<file path="config.mk">
export PLATFORM = sky130hd
export DESIGN_NAME = dcache_ctrl
export DESIGN_NICKNAME = d
export VERILOG_FILES = /design/src/rtl/dcache_defs.sv /design/src/rtl/dcache_line_array.sv /design/src/rtl/dcache_ctrl.sv
export SDC_FILE = /design/constraint.sdc
export NUM_CORES = 1
export LEC_CHECK = 0
export BUFFER_PORTS_ARGS = -buffer_cell sky130_fd_sc_hd__buf_2
export CORE_MARGIN = 3
export CORE_UTILIZATION = 40
export DETAILED_ROUTE_END_ITERATION = 8
export REMOVE_ABC_BUFFERS = 1
export SYNTH_ARGS = -nofsm -noshare
export SYNTH_HDL_FRONTEND = slang
export SYNTH_SLANG_ARGS = --single-unit
</file>
<file path="constraint.sdc">
create_clock -name clk -period 4.9 [get_ports clk]
set_input_delay 0.49 -clock clk [delete_from_list [all_inputs] [get_ports clk]]
set_output_delay 0.49 -clock clk [all_outputs]
set_load 0.005 [all_outputs]
</file>
<file path="src/rtl/dcache_defs.sv">
// Shared definitions for the direct-mapped, write-through data cache controller.
// Holds the controller state encoding and the default geometry (line count,
// index width, tag width) used by dcache_ctrl and dcache_line_array.
package dcache_defs;

    localparam int LINES_DEF = 16;
    localparam int IDX_W_DEF = 4;
    localparam int TAG_W_DEF = 32 - IDX_W_DEF;

    typedef enum logic [1:0] {
        ST_IDLE    = 2'd0,
        ST_RD_WAIT = 2'd1,
        ST_WR_WAIT = 2'd2,
        ST_DONE    = 2'd3
    } state_t;

endpackage

</file>
<file path="src/rtl/dcache_line_array.sv">
// Storage for the one-word cache lines: data, tag and valid bit per line.
// Ports:
//   clk, rst        clock, asynchronous active-low reset (clears valid bits only)
//   rd_idx          combinational read index
//   rd_valid/tag/data  contents of line rd_idx
//   wr_en           write line wr_idx with wr_tag/wr_data and mark it valid
//   wr_idx, wr_tag, wr_data  write port
module dcache_line_array #(
    parameter int LINES = 16,
    parameter int IDX_W = 4,
    parameter int TAG_W = 28
) (
    input  logic             clk,
    input  logic             rst,
    input  logic [IDX_W-1:0] rd_idx,
    output logic             rd_valid,
    output logic [TAG_W-1:0] rd_tag,
    output logic [31:0]      rd_data,
    input  logic             wr_en,
    input  logic [IDX_W-1:0] wr_idx,
    input  logic [TAG_W-1:0] wr_tag,
    input  logic [31:0]      wr_data
);

    logic [LINES-1:0] valid;
    logic [TAG_W-1:0] tag_arr  [LINES];
    logic [31:0]      data_arr [LINES];

    // Data and tag are meaningless until valid is set, so they carry no reset.
    always_ff @(posedge clk) begin
        if (wr_en) begin
            data_arr[wr_idx] <= wr_data;
            tag_arr[wr_idx]  <= wr_tag;
        end
    end

    always_ff @(posedge clk or negedge rst) begin
        if (!rst) begin
            valid <= '0;
        end else if (wr_en) begin
            valid[wr_idx] <= 1'b1;
        end
    end

    assign rd_valid = valid[rd_idx];
    assign rd_tag   = tag_arr[rd_idx];
    assign rd_data  = data_arr[rd_idx];

endmodule

</file>
<file path="src/rtl/dcache_ctrl.sv">
// Direct-mapped, write-through, no-write-allocate data cache controller sitting
// between the MEM-stage load/store port and main memory. Addresses are word
// addresses. Load hits return data with no stall; load misses and every store
// stall the pipeline until main memory completes.
// Ports:
//   clk, rst                 clock, asynchronous active-low reset
//   address, writeData       CPU word address / store data
//   memRead, memWrite        CPU load / store request, held while memStall=1
//   readData                 load data (valid when memRead=1 and memStall=0)
//   memStall                 1 = hold pipeline
//   mm_addr, mm_wdata        registered main-memory address / write data
//   mm_rd_req, mm_wr_req     main-memory read / write request levels
//   mm_rdata, mm_rdy, mm_ack main-memory read data, read-ready pulse, write-ack pulse
//   hit_cnt, miss_cnt        saturating load hit / miss counters
//   dbg_state                current controller state
//
// Main-memory handshake: a request level (mm_rd_req / mm_wr_req) stays high
// from the first wait cycle until the matching one-cycle pulse (mm_rdy /
// mm_ack) is seen at a clock edge; the request drops on that edge. Pulses that
// arrive while the matching request is low are ignored.
module dcache_ctrl
    import dcache_defs::*;
#(
    parameter int LINES = LINES_DEF,
    parameter int IDX_W = IDX_W_DEF
) (
    input  logic        clk,
    input  logic        rst,
    input  logic [31:0] address,
    input  logic [31:0] writeData,
    input  logic        memRead,
    input  logic        memWrite,
    output logic [31:0] readData,
    output logic        memStall,
    output logic [31:0] mm_addr,
    output logic [31:0] mm_wdata,
    output logic        mm_rd_req,
    output logic        mm_wr_req,
    input  logic [31:0] mm_rdata,
    input  logic        mm_rdy,
    input  logic        mm_ack,
    output logic [31:0] hit_cnt,
    output logic [31:0] miss_cnt,
    output state_t      dbg_state
);

    localparam int TAG_W = 32 - IDX_W;

    state_t state, state_nxt;

    logic             rd_valid;
    logic [TAG_W-1:0] rd_tag;
    logic [31:0]      rd_data;
    logic             hit;

    logic             arr_we;
    logic [IDX_W-1:0] arr_idx;
    logic [TAG_W-1:0] arr_tag;
    logic [31:0]      arr_data;

    logic latch_wr, latch_rd, hit_inc, miss_inc;

    dcache_line_array #(
        .LINES (LINES),
        .IDX_W (IDX_W),
        .TAG_W (TAG_W)
    ) u_lines (
        .clk      (clk),
        .rst      (rst),
        .rd_idx   (address[IDX_W-1:0]),
        .rd_valid (rd_valid),
        .rd_tag   (rd_tag),
        .rd_data  (rd_data),
        .wr_en    (arr_we),
        .wr_idx   (arr_idx),
        .wr_tag   (arr_tag),
        .wr_data  (arr_data)
    );

    assign hit      = rd_valid && (rd_tag == address[31:IDX_W]);
    assign readData = hit ? rd_data : 32'd0;

    always_comb begin
        state_nxt = state;
        arr_we    = 1'b0;
        arr_idx   = address[IDX_W-1:0];
        arr_tag   = address[31:IDX_W];
        arr_data  = writeData;
        latch_wr  = 1'b0;
        latch_rd  = 1'b0;
        hit_inc   = 1'b0;
        miss_inc  = 1'b0;
        case (state)
            ST_IDLE: begin
                // A store wins over a simultaneous load. Store hits refresh the
                // line in place; store misses leave the cache untouched.
                if (memWrite) begin
                    latch_wr  = 1'b1;
                    arr_we    = hit;
                    state_nxt = ST_WR_WAIT;
                end else if (memRead) begin
                    if (hit) begin
                        hit_inc = 1'b1;
                    end else begin
                        miss_inc  = 1'b1;
                        latch_rd  = 1'b1;
                        state_nxt = ST_RD_WAIT;
                    end
                end
            end
            ST_RD_WAIT: begin
                // Fill from the latched miss address, not the live CPU address.
                if (mm_rdy) begin
                    arr_we    = 1'b1;
                    arr_idx   = mm_addr[IDX_W-1:0];
                    arr_tag   = mm_addr[31:IDX_W];
                    arr_data  = mm_rdata;
                    state_nxt = ST_DONE;
                end
            end
            ST_WR_WAIT: begin
                if (mm_ack) begin
                    state_nxt = ST_DONE;
                end
            end
            ST_DONE: begin
                // Releases the pipeline for one cycle without sampling the
                // still-held request, so it is not counted twice.
                state_nxt = ST_IDLE;
            end
            default: begin
                state_nxt = ST_IDLE;
            end
        endcase
    end

    always_ff @(posedge clk or negedge rst) begin
        if (!rst) begin
            state    <= ST_IDLE;
            mm_addr  <= 32'd0;
            mm_wdata <= 32'd0;
            hit_cnt  <= 32'd0;
            miss_cnt <= 32'd0;
        end else begin
            state <= state_nxt;
            if (latch_wr) begin
                mm_addr  <= address;
                mm_wdata <= writeData;
            end else if (latch_rd) begin
                mm_addr <= address;
            end
            if (hit_inc && (hit_cnt != 32'hFFFF_FFFF)) begin
                hit_cnt <= hit_cnt + 32'd1;
            end
            if (miss_inc && (miss_cnt != 32'hFFFF_FFFF)) begin
                miss_cnt <= miss_cnt + 32'd1;
            end
        end
    end

    assign mm_rd_req = (state == ST_RD_WAIT);
    assign mm_wr_req = (state == ST_WR_WAIT);
    // Held low while reset is asserted so the pipeline is released at once.
    assign memStall  = rst && (mm_rd_req || mm_wr_req ||
                               ((state == ST_IDLE) && (memWrite || (memRead && !hit))));
    assign dbg_state = state;

endmodule

</file>
== Yosys cells after proc, flatten, opt, wreduce, memory -nomap -nowiden ==
Memories as Yosys holds them, arrays and structs flattened.
Cells that the tools add are included.
Word-level totals
  bits in latches: 0
  bits in read-only memories: 0
  memories kept: 2
  flip-flop bits (word level): 146
  memory bits (writable): 960
Memory list
  u_lines.data_arr: depth 16, width 32, rd ports 1, clocked after memory_dff 0, wr ports 1, RTL line dcache_line_array.sv:27  | logic [31:0] data_arr [LINES];
  u_lines.tag_arr: depth 16, width 28, rd ports 1, clocked after memory_dff 0, wr ports 1, RTL line dcache_line_array.sv:26  | logic [TAG_W-1:0] tag_arr [LINES];
Cells by class
  div/mod/pow operators: 0
  reductions and logical operators: 14
  magnitude comparators: 3
  multipliers: 0
  $add $sub $neg: 2
  eq/ne operators: 10
  shift operators: 0
  muxes and demuxes: 34
  bitwise operators: 1
Operators with widths (number)
  $mux 32: 5
  $add 32x1->32 const B: 2
  $ne 32x32->1 const B: 2
  $mux 28: 2
  $eq 28x28->1: 1
  $mux 1: 16
  $or 16x16->16: 1
  $lt 4x5->1 const B: 2
  $mux 2: 5
  $mux 4: 2
  $pmux 2 s4: 1
  $logic_and 1x1->1: 7
  $ne 3x3->1 const B: 2
  $bmux 1 s4: 1
  $demux 1 s4: 1
  $eq 2x2->1 const B: 2
  $ge 4x1->1 const B: 1
  $ne 2x1->1 const B: 2
  $reduce_and 4->1: 1
  $logic_or 1x1->1: 3
  $eq 2x1->1 const B: 1
  $logic_not 2->1: 1
  $pmux 1 s2: 1
  $reduce_bool 2->1: 1
  $logic_not 1->1: 1

== Logic depth before layout (Yosys ltp) ==
Gate-level depths: netlist of the first run.
  word-level depth: 9
  mapped depth: 15

== Hierarchy ==
Synthesis of the first run repeated with hierarchy kept, for this count alone.
Unflattened totals
  cells, all modules: 2129
  area, all modules: 43569.3 sq um
Modules (own cells, without submodules)
  dcache_line_array: sequential area each 29228.0 sq um, instances 1, area each 36558.8 sq um, cells each 1527
  dcache_ctrl: sequential area each 3253.1 sq um, instances 1, area each 7010.5 sq um, cells each 602

== Least setup slack after synthesis of the first run ==
Ideal clock, no wire load.
  path kind: input-to-reg
  start point: in address[0]
  end point: mem u_lines.data_arr[13][0], enable pin
  stages: 12
  slack: -0.307 ns
  data required time: 4.476 ns
  buffers on the path: 4
  arrival: 4.783 ns
  cell sequence: buf_6 buf_4 buf_2 mux2i_1 xor2_1 nand2_1 or4_4 a2111oi_4 nand2_4 buf_6 o31ai_4 and2_1
Between the ends
  cells in the longest elaborated chain, start to end: 7
  elaborated cells between the ends (all ways): 11
  classes of those cells: 1 x eq/ne; 8 x mux; 1 x reduce/logical; 1 x memory
RTL lines
  from (decl): RTL line dcache_ctrl.sv:29  | input logic [31:0] address,
  $mem_v2 16x28 / $bmux 1 s4 (equally long branches)
  $eq 28x28->1 / $mux 1 (equally long branches): RTL line dcache_ctrl.sv:80, dcache_line_array.sv:45
  $logic_and 1x1->1: RTL line dcache_ctrl.sv:80  | assign hit = rd_valid && (rd_tag == address[31:IDX_W]);
  $mux 1: RTL line dcache_ctrl.sv:97  | if (memWrite) begin
  $pmux 1 s2: RTL line dcache_ctrl.sv:93  | case (state)
  $mux 1: RTL line dcache_line_array.sv:31  | if (wr_en) begin
  $mux 1 (implied by the code): RTL line dcache_line_array.sv:32  | data_arr[wr_idx] <= wr_data;
  to (decl): RTL line dcache_line_array.sv:27
Several ways; a longest one is shown, not always the timed one. The select of a mux whose other input is x is not followed.

== Final worst setup path of the first run ==
  start point: mem u_lines.tag_arr[3][8]
  end point: out readData[1]
Between the ends
  cells in the longest elaborated chain, start to end: 4
RTL lines
  from (decl): RTL line dcache_line_array.sv:26
  $mem_v2 16x28
  $eq 28x28->1: RTL line dcache_ctrl.sv:80
  $logic_and 1x1->1: RTL line dcache_ctrl.sv:80
  $mux 32: RTL line dcache_ctrl.sv:81  | assign readData = hit ? rd_data : 32'd0;
  to (decl): RTL line dcache_ctrl.sv:33  | output logic [31:0] readData,
Every way passes these cells.

==> impl_results.md, run 1 <==
* Fin crit period at 4.75 ns
* Clock slew seen by the registers of the worst setup and hold paths at about 0.060 ns
* Synthesis-stage register bit count at ~1100
* Relative slew slack at roughly 13%
* Synthesis-to-layout area growth at 17.7%
* DR pass1 iterations at 5
* Period utilisation layout at around 97%
* FF-to-FF Start: u_lines.tag_arr[3][8]
* First-pass GRT wire length at about 170 mm
* Fmax at between 200 and 250 MHz
* WP buf/inv at 2
* Post-synthesis cell area at around 0.045 mm^2
* Top Layer Used: met4
* Startpoint types: flop
* CP arrival at about 4.3 ns
* Aggregate global routing overflow at 0
* Clock Power Share at 35.6%
* Met2 WL at ~58 mm
* Final core utilization at between 40% and 50%
* CORE AREA at 0.111 mm^2
* Placement Setup Slack at around 0.063 ns
* Leakage power at 19.0 nW
* CTS tree: done
* Final HPWL DP at 71.7 mm
* CP max stage cell: mux4_1
* Final Wtd Congestion at between 0.8 and 0.9
* Syn Inst Count at 2390
* Max-cap violations at 0
* Root Buffer Master: clkbuf_16
* Critical path's top delay family: multiplexers
* Initial antenna violation count at 1
* WL final at ~110 mm
* Final worst setup slack at approximately 0.15 ns
* Initial Util at between 40% and 50%
* Worst hold slack at 0.0563 ns
* Crit Path Class: flop to output port
* Outcome: complete, no violations
* Skew final at between 0.04 and 0.05 ns
* Sw Share at 25.2%
* RSZ-0062 raised after global routing: false
* CTS sink cnt at ~1100
* Final setup viols at 0
* Worst Hold Class: primary input to flop
* Dominant synthesized flop cell: edfxtp_1
* Worst Tran Pin Value at 1.30 ns
* DR vias at approximately 24000
* Hold Startpoint: writeData[31]
* WP data required at between 4 and 5 ns
* Cell variety after synth at 74
* Max clock buf depth at 3
* ANT nets after route at 0
* Setup crit end kind: output port
* Dpl cell area at ~0.049 mm^2
* Final net count at 2903
* Most common cell on crit path: mux2i_1
* Post_cts resized at 0
* Die Wd at 341 um
* Seq/Total Area, Yosys at 72.3%
* Crit path from: u_lines.tag_arr[3][8]
* CP max FO at 26
* Pint at around 0.017 W
* Avg Vias per Cell at 5.51
* M1 wire length at between 40 and 50 mm
* Pins Over Slew Limit at 0
* Worst-Skew Late Latency at around 0.71 ns
* Final Instance Area at about 0.053 mm^2
* Die H at between 300 and 400 um
* Power share of the combinational group at 13.8%
* H-tree depth at 3
* Maximum VDD drop at around 0.00033 V
* Fill cell instance count of the final layout at slightly above 9000
* FP Rows at between 100 and 150
* Net switching power at between 0.005 and 0.006 W
* Final hold violations at 0
* Ports at approximately 270
* Yosys warning total at 0
* Critical Path Max Stage Delay at 0.52 ns
* Vias in the first global route at approximately 25000
* Layout cell share with drive strength beyond 1 at 30.6%
* Power Dens Cells at around 440 mW/mm^2
* Synth async-reset ratio at between 10% and 20%
* Num CTS Buffers at roughly 110
* Cells along the critical path: mux4_1 > mux2i_1 > mux2i_1 > xnor2_1 > or4b_1 > a2111oi_4 > buf_4 > and3_1 > buf_2
* Sequential share of power at around half
* Largest net degree at the start of global routing at 63
* Number of I/O port buffers at 266
* Syn Area/Cell at between 15 and 20 um^2
* Drt wl/cell at 25.9 um
* DRC Markers at 0
* Met3 WL at between 5 and 6 mm
* Initial DRC Count at 1837
* Die Area at about 0.12 mm^2
* EDFF count, synth at 960
* GRT Util Overall at 19.5%
==> synth_stat cells, drive strengths merged (25+ instances only) <==
cell / n / area share, %
edfxtp: 960 / 64
nand4: 26 / 0.36
and2: 25 / 0.35
clkbuf: 42 / 0.35
xnor2: 54 / 1.1
nand3: 48 / 0.53
buf: 79 / 1.1
xor2: 28 / 0.55
nand2: 229 / 1.9
dfrtp: 146 / 8.1
and3: 58 / 0.81
a22oi: 26 / 0.43
mux4: 238 / 12
nor3: 38 / 0.42
mux2i: 103 / 2.3
mux2: 69 / 2.0
==> layout make-up <==
class	count	area [um^2]	share of cell area (%)
Inverter	17	65.1	0.123
Tap cell	1488	1860	3.52
Multi-Input combinational cell	1146	11800	22.3
Timing Repair Buffer	411	3090	5.84
Sequential cell	1106	32500	61.4
Antenna cell	1	2.50	0.00473
Clock inverter	49	489	0.925
Clock buffer	161	3090	5.84
==> kinds of logic (layout without fill, tap and decap cells) <==
group	count (synthesis)	in the layout	synth area share [%]
buffers and inverters	138	638	1.58
AND/OR/NAND/NOR	523	523	5.90
flip-flops	1106	1106	72.3
multiplexers	410	410	16.2
AO/OA/AOI/OAI	126	126	2.33
XOR/XNOR	82	82	1.60
adder cells (fa/ha/maj)	5	5	0.139
other	0	1	0
==> worst paths after layout <==
path	endpoint	slack (ns)	depth (start not counted)
max	readData[1]	0.15	9
min	mm_wdata[31]	0.06	2
max reg2reg	u_lines.tag_arr[0][7]	0.78	10
min reg2reg	u_lines.valid[12]	0.45	1
max in group asynchronous	mm_wdata[19]	3.58	3
min in group asynchronous	mm_wdata[12]	0.26	2
==> power groups by stage <==
stage          Clock, W  Combinational, W  Sequential [W]
2_1_floorplan         0           0.00172          0.0119
3_5_place_dp          0           0.00328          0.0119
3_3_place_gp          0           0.00318          0.0119
4_1_cts         0.00848           0.00330          0.0118
5_1_grt         0.00888           0.00352          0.0118
6_report        0.00828           0.00321          0.0118
==> through the flow <==
stage	instances	TNS, ns	power, W
finish	4379	0	0.0232
global route	4378	0	0.0242
CTS	4378	0	0.0235
detailed placement	4139	0	0.0152
global placement	4139	0	0.0151
floorplan	2269	-1413.68	0.0136
==> per-layer routing <==
layer  vias to the layer above  global-route usage [%]
li1                      10401                       -
met1                     12775                    26.0
met2                       772                    33.8
met3                       181                    2.69
met4                         0                    5.19
met5                         -                       0
==> flip-flops by register name, summed over array words and instances (netlist names) <==
signal / count
dbg_state: 2
hit_cnt: 32
miss_cnt: 32
mm_addr: 32
mm_wdata: 32
u_lines.data_arr: 512
u_lines.tag_arr: 448
u_lines.valid: 16
==> layout by cell type, fill, tap and decap left out, types with 29 or more instances in the layout <==
| cell type | Yosys | routed |
|---|---|---|
| edfxtp_1 | 960 | 960 |
| buf_2 | 28 | 261 |
| mux4_2 | 237 | 237 |
| nand2_1 | 228 | 226 |
| dfrtp_1 | 146 | 146 |
| clkbuf_16 | 0 | 114 |
| mux2i_1 | 103 | 103 |
| buf_4 | 9 | 72 |
| and3_1 | 58 | 58 |
| xnor2_1 | 54 | 54 |
| nand3_1 | 48 | 48 |
| buf_12 | 3 | 45 |
| clkbuf_1 | 42 | 41 |
| mux2_2 | 40 | 40 |
| nor3_1 | 38 | 38 |
| mux2_4 | 29 | 29 |
| dlygate4sd3_1 | 0 | 29 |
==> repair_timing <==
action | in CTS | in global routing
hold buffers | 29 | 0
setup endpoints to repair | 0 | 4
hold endpoints to repair | 51 | 0
buffers inserted | 0 | 0
Power figures use the tool's default switching activity.
==> inputs of run 2 (changes only) <==
--- a/config.mk
+++ b/config.mk
@@ -5,6 +5,7 @@
 export SDC_FILE = /design/constraint.sdc
 export NUM_CORES = 1
 export LEC_CHECK = 0
+export ABC_CLOCK_PERIOD_IN_PS = 4780
 export BUFFER_PORTS_ARGS = -buffer_cell sky130_fd_sc_hd__buf_2
 export CORE_MARGIN = 3
 export CORE_UTILIZATION = 40
==> constraint.sdc (replaced) <==
create_clock -name clk -period 4.78 [get_ports clk]
set_input_delay 0.478 -clock clk [delete_from_list [all_inputs] [get_ports clk]]
set_output_delay 0.478 -clock clk [all_outputs]
set_load 0.005 [all_outputs]
==> run 2 against run 1 <==
Effect of this change:
- count of clock-buffer cells in the layout down 22
- via count is 0.80% higher
- sequential power barely moved
==> impl_results.md, run 2 (synthesized netlist as in run 1, its figures left out) <==
* Outcome: complete, no violations
* Worst-Skew Late Latency at 0.71 ns (about the same)
* Fmax at 221 MHz
* Drt wl/cell at 26.1 um (+0.85%)
* Number of I/O port buffers at 266 (unchanged)
* Avg Vias per Cell at 5.52 (+0.11%)
* Power Total at 0.0245 W (+5.5%)
* Critical path's top delay family: buffers and inverters
* ANT nets after route at 0 (unchanged)
* Critical Path Max Stage Delay at 0.55 ns (+0.03 ns)
* CP max stage cell: nor4_4
* Die Wd at 341 um (unchanged)
* Worst Hold Class: primary input to flop
* Layout cell share with drive strength beyond 1 at 32.1% (+1.5 points)
* Setup crit end kind: output port
* Vias in the first global route at 25328 (-0.19%)
* Max-cap violations at 0 (unchanged)
* CTS tree: done
* Num CTS Buffers at 114 (unchanged)
* Final net count at 2927 (+0.83%)
* Initial antenna violation count at 5 (+4)
* Largest registers: u_lines.data_arr: 512 flops, u_lines.tag_arr: 448 flops
* Maximum VDD drop at 0.000340 V (+2.0%)
* Initial Util at 40.5% (unchanged)
* CORE AREA at 0.111 mm^2 (unchanged)
* First-pass GRT wire length at 170 mm (+0.42%)
* FP Rows at 122 (unchanged)
* CTS sink cnt at 1106 (unchanged)
* Final core utilization at 48.2% (+0.63 points)
* Final setup viols at 0 (unchanged)
* WL final at 115 mm (+1.5%)
* Ports at 267 (unchanged)
* CP max FO at 39 (+50%)
* Final Instance Area at 0.0536 mm^2 (+1.3%)
* H-tree depth at 3 (unchanged)
* RSZ-0062 raised after global routing: false
* Max clock buf depth at 3 (unchanged)
* Setup tns final at 0 ns (unchanged)
* Synthesis-to-layout area growth at 19.2%
* DR pass1 iterations at 6 (+1)
* Final HPWL DP at 73.5 mm (+2.6%)
* Worst hold slack at 0.0608 ns (+0.00450 ns)
* Startpoint types: primary input
* Dpl cell area at 0.0493 mm^2 (+0.61%)
* Crit Path Class: primary input to output port
* Fill cell instance count of the final layout at 9273 (-0.51%)
* Period utilisation layout at between 90% and 100%
* Pins Over Slew Limit at 0 (unchanged)
* Final Wtd Congestion at 0.876 (+1.3%)
* Fin crit period at around 4.5 ns
* Clock slew seen by the registers of the worst setup and hold paths at 0.06 ns (about the same)
* GRT Util Overall at 19.7% (+0.14 points)
* Aggregate global routing overflow at 0 (unchanged)
* Relative slew slack at 23.7% (+11 points)
* WP buf/inv at 5 (+3)
* Cells along the critical path: buf_8 > buf_4 > mux4_2 > mux2i_1 > mux2i_1 > xnor2_1 > buf_4 > nand4_1 > nor4_4 > buf_4 > and3_1 > buf_2
* Most frequent cells in the layout: 960 x edfxtp_1, 261 x buf_2, 237 x mux4_2
* Largest net degree at the start of global routing at 95 (+51%)
* WP data required at 4.30 ns (-0.11 ns)
* Root Buffer Master: clkbuf_16
* Most common cell on crit path: buf_4
* Die H at 341 um (unchanged)
* DRC Markers at 0 (unchanged)
* Skew final at 0.0385 ns (-0.00905 ns)
* Leakage power at 19.3 nW (+1.8%)
* DR vias at 24322 (+0.80%)
* Worst Tran Pin Value at 1.14 ns (-0.162 ns)
* Initial DRC Count at 2130 (+16%)
* Max reg flops at 512 (unchanged)
* Die Area at 0.116 mm^2 (unchanged)
* Most common cell after layout, fill and taps aside: edfxtp_1
* Top reg by flops: u_lines.data_arr
* Power Dens Cells at 458 mW/mm^2 (+4.2%)
* CP arrival at 4.05 ns (-0.21 ns)
* Final hold violations at 0 (unchanged)
==> run 2: cell count changes in the layout (fill, tap and decap cells not counted), sizes merged <==
cell	before	now
buf	382	404
bufinv	5	15
clkbuf	161	140
clkinv	42	53
clkinvlp	1	7
dlygate4sd3	29	30
inv	18	19
==> run 2: where the power goes <==
group	leakage, nW	switching (W)	internal (W)
sequential	10.5	0.000349	0.0117
clock	1.92	0.00374	0.00541
combinational	6.91	0.00199	0.00135
==> run 2: repair_timing <==
action / in CTS / in global routing
hold buffers: 30 / 0
gates resized for setup: 0 / 1
endpoints found under the hold margin: 81 / 0
buffers inserted: 0 / 2
endpoints found under the setup margin: 0 / 1
==> run 2: routing by layer <==
layer  GRT usage (%)  vias up  wire length [um]
li1                -    10486                 -
met1            26.4    12814             47500
met2            33.8      863             58500
met3            3.11      159              6780
met4            4.53        0              2290
met5               0        -                 0
==> run 2: area by class of cell <==
type | count | area, um^2 | area share, %
antenna | 1 | 2.50 | 0.00467
clock buffer | 139 | 3080 | 5.74
clock inverter | 77 | 861 | 1.61
inverter | 17 | 65.1 | 0.121
multi-input combinational | 1146 | 11800 | 22.1
sequential | 1106 | 32500 | 60.6
tap | 1488 | 1860 | 3.47
timing repair buffer | 435 | 3430 | 6.40
==> run 2: worst paths after layout <==
| kind | start | to | slack [ns] | depth (start not counted) |
|---|---|---|---|---|
| worst max-delay path | address[1] | readData[4] | 0.25 | 12 |
| worst min-delay path | writeData[17] | mm_wdata[17] | 0.06 | 2 |
| worst max register to register | u_lines.tag_arr[12][0] | u_lines.data_arr[0][3] | 0.87 | 11 |
| worst min register to register | u_lines.valid[6] | u_lines.valid[6] | 0.45 | 1 |
| max in group asynchronous | rst | mm_wdata[25] | 3.27 | 3 |
| min in group asynchronous | rst | u_lines.valid[15] | 0.39 | 2 |
==> run 2: through the flow <==
stage,setup slack [ns],cells
6_report,0.251,4409
5_1_grt,0.0930,4408
4_1_cts,0.114,4405
3_3_place_gp,0.281,4159
2_1_floorplan,-1.57,2269
3_5_place_dp,0.225,4159
